`src/rtl/imem_port_arbiter.sv`:
```
// Instruction RAM port arbiter: loader writes vs fetch reads.
// Loader wins contention until fetch has waited MAX_WAIT cycles.
module imem_port_arbiter #(
  parameter int DATA_W   = 32,
  parameter int ADDR_W   = 10,
  parameter int MAX_WAIT = 4
) (
  input  logic              clk,
  input  logic              rst_n,
  input  logic              ld_req,
  input  logic [ADDR_W-1:0] ld_addr,
  input  logic [DATA_W-1:0] ld_data,
  output logic              ld_gnt,
  input  logic              if_req,
  input  logic [ADDR_W-1:0] if_addr,
  output logic              if_gnt,
  output logic [DATA_W-1:0] if_rdata,
  output logic              if_rvalid,
  output logic [ADDR_W-1:0] mem_addr,
  output logic [DATA_W-1:0] mem_wdata,
  output logic              mem_wren,
  input  logic [DATA_W-1:0] mem_rdata,
  output logic [3:0]        wait_cnt
);

  typedef enum logic [1:0] {
    S_IDLE,
    S_LD,
    S_IF
  } state_t;

  localparam logic [3:0] MW = 4'(MAX_WAIT);

  state_t            state;
  logic [3:0]        cnt;
  logic [ADDR_W-1:0] addr_q;
  logic              both;

  assign both   = ld_req & if_req;
  assign ld_gnt = rst_n & ld_req & (~if_req | (cnt < MW));
  assign if_gnt = rst_n & if_req & (~ld_req | (cnt == MW));

  always_comb begin
    mem_addr  = addr_q;
    mem_wdata = '0;
    mem_wren  = 1'b0;
    unique case (1'b1)
      ld_gnt: begin
        mem_addr  = ld_addr;
        mem_wdata = ld_data;
        mem_wren  = 1'b1;
      end
      if_gnt:  mem_addr = if_addr;
      default: mem_addr = addr_q;
    endcase
  end

  // The FIFO-free read path: a fetch grant last cycle means data now.
  assign if_rvalid = (state == S_IF);
  assign if_rdata  = mem_rdata;
  assign wait_cnt  = cnt;

  always_ff @(posedge clk or negedge rst_n) begin
    if (!rst_n) begin
      state  <= S_IDLE;
      cnt    <= '0;
      addr_q <= '0;
    end else begin
      addr_q <= mem_addr;
      if (ld_gnt)      state <= S_LD;
      else if (if_gnt) state <= S_IF;
      else             state <= S_IDLE;
      if (!if_req || if_gnt) cnt <= '0;
      else if (both)         cnt <= cnt + 4'd1;
    end
  end

endmodule
```
`config.mk`:
```
export PLATFORM = sky130hd
export DESIGN_NAME = imem_port_arbiter
export DESIGN_NICKNAME = d
export VERILOG_FILES = /design/src/rtl/imem_port_arbiter.sv
export SDC_FILE = /design/constraint.sdc
export NUM_CORES = 1
export LEC_CHECK = 0
export CORE_MARGIN = 3
export CORE_UTILIZATION = 24
export DETAILED_ROUTE_END_ITERATION = 16
export PLACE_DENSITY = 0.86
export SLEW_MARGIN = 20
export SYNTH_ARGS = -nofsm -noshare
export SYNTH_HDL_FRONTEND = slang
export SYNTH_SLANG_ARGS = --single-unit
```
`constraint.sdc`:
```
create_clock -name clk -period 2.1 [get_ports clk]
set_input_delay 0.42 -clock clk [delete_from_list [all_inputs] [get_ports clk]]
set_output_delay 0.42 -clock clk [all_outputs]
set_load 0.03 [all_outputs]
```
# Word-level counts from Yosys, hierarchy flattened
# Index checks and enable logic that the tools add are counted.
word_totals:
  ff_bits: 16
  inputBits: 88
  output_inout_bits: 82
  elab_cells: 26
op_classes:
  addsub: 1
  magnitude_cmp: 1
  n_eq_ne: 2
  mux: 7
  bitwise: 9
  n_reduce_logical: 3
op_table:
  columns: ["operator", "count"]
  rows:
  - ["$mux 32", 1]
  - ["$pmux 10 s2", 1]
  - ["$mux 4", 2]
  - ["$and 1x1->1", 5]
  - ["$add 4x1->4 const B", 1]
  - ["$eq 4x3->1 const B", 1]
  - ["$lt 4x3->1 const B", 1]
  - ["$mux 2", 2]
  - ["$eq 2x2->1 const B", 1]
  - ["$not 1->1", 2]
  - ["$or 1x1->1", 2]
  - ["$reduce_bool 2->1", 1]
  - ["$logic_not 1->1", 1]
  - ["$logic_or 1x1->1", 1]
  - ["$mux 1", 1]

# Depth between registers and ports, before layout
logic_depth:
  word_depth: 5
  mapped_depth: 7
  mapped_depth_nobuf: 6

# Worst setup path after synthesis
# Ideal clock, no wire load.
synth_timing:
  path_type: "reg-to-output"
  start: "register cnt[0] (netlist: wait_cnt[0])"
  end: "output port mem_addr[1]"
  t_arrival_ps: 1713
  required_ps: 1680
  setup_slack_ps: -33
  path_stages_with_launch: 8
  n_path_buf: 1
  cell_sequence: "dfrtp_1 inv_1 ha_1 nand3b_1 a21oi_1 buf_4 a22o_1 a21o_1"
synth_between:
  elab_chain_len: 4
  word_cells_on_any_way: 7
  cone_classes: "order compare (1); eq/ne (1); mux (1); bitwise (4)"
synth_rtl:
  columns: ["element", "line_no", "text"]
  rows:
  - ["start, declared", "35", "logic [3:0] cnt;"]
  - ["start signal, assigned", "74", "else if (both) cnt <= cnt + 4'd1;"]
  - ["$eq 4x3->1", "41", "assign if_gnt = rst_n & if_req & (~ld_req | (cnt == MW));"]
  - ["$or 1x1->1", "41", null]
  - ["$and 1x1->1", "41", null]
  - ["via if_gnt", "16", "output logic if_gnt,"]
  - ["$pmux 10 s2", "47", "unique case (1'b1)"]
  - ["end, declared", "19", "output logic [ADDR_W-1:0] mem_addr,"]
# The timed path passes the listed nets, and every way through them passes these cells.

# Worst setup path in the final report
layout_timing:
  start: "register cnt[0] (netlist: wait_cnt[0])"
  end: "output port mem_addr[3]"
layout_between:
  elab_chain_len: 4
  word_cells_on_any_way: 7
  cone_classes: "order compare (1); eq/ne (1); mux (1); bitwise (4)"
layout_rtl:
  columns: ["element", "line_no"]
  rows:
  - ["$lt 4x3->1 / $eq 4x3->1 (equally long branches)", "40, 41"]
  - ["$or 1x1->1 (on tied branches)", "40, 41"]
  - ["$and 1x1->1 (on tied branches)", "40, 41"]
  - ["$pmux 10 s2 (*)", "47"]
# Every way passes the cells marked *; elsewhere a longest branch is shown, timed or not.

==> impl_metrics.tcl <==
set metrics [dict create \
    port_buffers 105 \
    status "complete, but fails checks" \
    die_x_um 77.4 \
    synthCells 133 \
    numClockSinks 16 \
    cp_max_fo 6 \
    grt_usage 0.145 \
    cts-root-buf "clkbuf_8" \
    leakage_nw 1.29 \
    die-height_um 77.4 \
    dp_hpwl_um 3300 \
    rsz0062_at_grt "true" \
    htreeDepth 1 \
    clock_path_buffers 2 \
    fin_skew_ps 4.98 \
    critPathCaptureType "output pin" \
    cts_tree "done" \
    clk_latency_ps 250 \
    path_clk_slew_ps 70 \
    crit_type "flip-flop to output pin" \
    cpMostUsedCell "buf_6" \
    cp_slowest_cell "dfrtp_2" \
    syn2layout_area_growth_pct 122 \
    grt_overflow_total 0 \
    power_density_nw_per_um2 435 \
    via_per_inst 4.23 \
    cpPeakStageDelay_ps 410 \
    slew_violations 0 \
    drc_errors 0 \
    grt_start_max_net_pins 26 \
    hold_violations 0 \
    worstMarginPinSlew_ps 334 \
    floorplan.initialDensity 0.254 \
    ir_drop_mv 0.196 \
    yosys.area.top_type "dfrtp_1" \
    crit_arrival_ps 1770 \
    nNetsFinal 335 \
    max-slew-margin-rel 0.777 \
    syn_nets 223 \
    gp_congestion 0.751 \
    wl_per_cell_um 15.8 \
    cp-start-kind "flip-flop" \
    die_area_sq_um 6000 \
    drtPass1Iterations 4 \
    drive_above_1_share 0.549 \
    yosys_warnings 0 \
    grt_pass1_wl_um 6870 \
    reg2reg_depth 9 \
    pre_cts_slack_ps -260 \
    stdcell_count 311 \
    synth_cell_types 24 \
    grt_pass1_vias 1333 \
    fin_crit_ps 2190 \
    worstPathCellList "inv_2 > ha_4 > nand3b_1 > a21oi_4 > buf_6 > a22o_1 > a21o_1 > buf_6" \
    layout_setup_ws_ps -85.9 \
    drv_cap 0 \
    finalSetupViolCount 21 \
    synth_area_leaders "dfrtp_1, buf_4, and2_1" \
    whs_ps 343 \
    required_ps 1680 \
    drt-initial-drc-count 35 \
    num_rows 25 \
    dp_cells 278 \
    antenna_found_initial 0 \
    cts-buffers-inserted 3 \
    vias 1317 \
    totalWireLength_um 4910 \
    io_pins 170 \
    avgSynthCellArea_sq_um 9.21 \
    core_area_sq_um 4820 \
    synth_area_sq_um 1220 \
    diodes 0 \
    antenna_left 0 \
    seq_area_frac_synth 0.327 \
    hp-class "primary input to async pin" \
    ys_ff_latch 16 \
    period_share 1.04 \
    max_freq_mhz 457 \
    yosysTopAreaCellShare 0.327 \
    violations "negative setup slack" \
]
[path summary, 6_finish.rpt]
| path | to | start | slack (ps) |
|---|---|---|---|
| worst min-delay path | state[1]$_DFF_PN0_ | rst_n | 340 |
| worst max register to register | addr_q[5]$_DFF_PN0_ | wait_cnt[0]$_DFFE_PN0P_ | 360 |
| min in group clk | addr_q[2]$_DFF_PN0_ | addr_q[2]$_DFF_PN0_ | 480 |
| worst min register to register | addr_q[2]$_DFF_PN0_ | addr_q[2]$_DFF_PN0_ | 480 |
| worst max-delay path | mem_addr[3] | wait_cnt[0]$_DFFE_PN0P_ | -90 |
| max in group asynchronous | wait_cnt[0]$_DFFE_PN0P_ | rst_n | 1610 |
[stage by stage]
step | area, sq um | util | setup TNS (ps) | power [mW]
after detailed placement | 2110 | 0.438 | -7360 | 0.806
after global routing | 2730 | 0.566 | -2820 | 1.24
after floorplan | 1240 | - | 0 | 0.681
after CTS | 2330 | 0.484 | -286 | 1.10
final | 2730 | 0.566 | -1140 | 1.19
after global placement | 2110 | 0.438 | -5720 | 0.801
[synthesized netlist by cell type]
library cell and count:
buf_4 34, and2_1 32, dfrtp_1 16, a21o_1 10, a22o_1 10, nor2_1 4, a21oi_1 2, buf_2 2
buf_6 2, clkbuf_1 2, ha_1 2, inv_1 2, nand2_1 2, nor2b_1 2, xor2_1 2, and3_1 1
mux2i_1 1, nand3b_1 1, nand4_1 1, o211ai_1 1, o211ai_2 1, o21ai_1 1, or2b_1 1, xnor2_1 1
[report_power, final]
| group | internal (mW) | leakage [nW] | switching [mW] |
|---|---|---|---|
| Clock | 0.134 | 0.0228 | 0.103 |
| Combinational | 0.342 | 1.07 | 0.259 |
| Sequential | 0.338 | 0.200 | 0.00927 |
[area by class of cell]
type / count / area (sq um)
Fill cell: 420 / 2090
Timing Repair Buffer: 146 / 1530
Multi-Input combinational cell: 76 / 659
Sequential cell: 16 / 404
Tap cell: 67 / 83.8
Clock buffer: 4 / 45.0
Inverter: 2 / 7.51
[placed cells by master (no fill, tap or decap), types with 2 or more instances in the layout]
cell,synthesis,final
clkdlybuf4s50_1,0,57
buf_6,2,42
buf_4,34,34
and2_4,0,25
dfrtp_1,16,13
a22o_1,10,10
a21o_2,0,8
and2_1,32,7
buf_12,0,6
nor2_1,4,4
clkbuf_8,0,3
dlygate4sd2_1,0,3
dfrtp_2,0,3
inv_2,0,2
nor2b_1,2,2
o211ai_4,0,2
a21o_1,10,2
xor2_1,2,2
clkbuf_16,0,2
buf_8,0,2
[critical path: cells and delay by family (launching register included)]
kind	cells	cell delay (ps)
flops	1	410
fa+ha+maj	1	120
buf+inv	3	360
simple gates	1	150
compound gates	3	480
[layer usage]
| layer | vias to the layer above | GRT usage | wire (um) |
|---|---|---|---|
| li1 | 628 | - | - |
| met1 | 612 | 0.143 | 1720 |
| met2 | 63 | 0.271 | 2630 |
| met3 | 14 | 0.0592 | 475 |
| met4 | 0 | 0.0463 | 89 |
| met5 | - | 0 | 0 |
[state kept, by name (all words and copies together), names as in the netlist]
signal / count
wait_cnt: 4
addr_q: 10
state: 2
[cell families (layout without fill, tap and decap cells)]
| group | Yosys count | count (layout) | synth area share |
|---|---|---|---|
| XOR/XNOR | 3 | 3 | 0.0215 |
| adder cells (fa/ha/maj) | 2 | 2 | 0.0204 |
| AND/OR/NAND/NOR | 44 | 44 | 0.215 |
| buffers and inverters | 42 | 152 | 0.247 |
| AO/OA/AOI/OAI | 25 | 26 | 0.161 |
| flip-flops | 16 | 16 | 0.327 |
| multiplexers | 1 | 1 | 0.00817 |
[what timing repair did]
item,4_1_cts,5_1_grt
buffers inserted,8,17
pin swaps,14,23
endpoints found under the setup margin,44,40
gates cloned,2,2
hold buffers,0,0
gates resized for setup,30,62
Power figures use the tool's default switching activity.
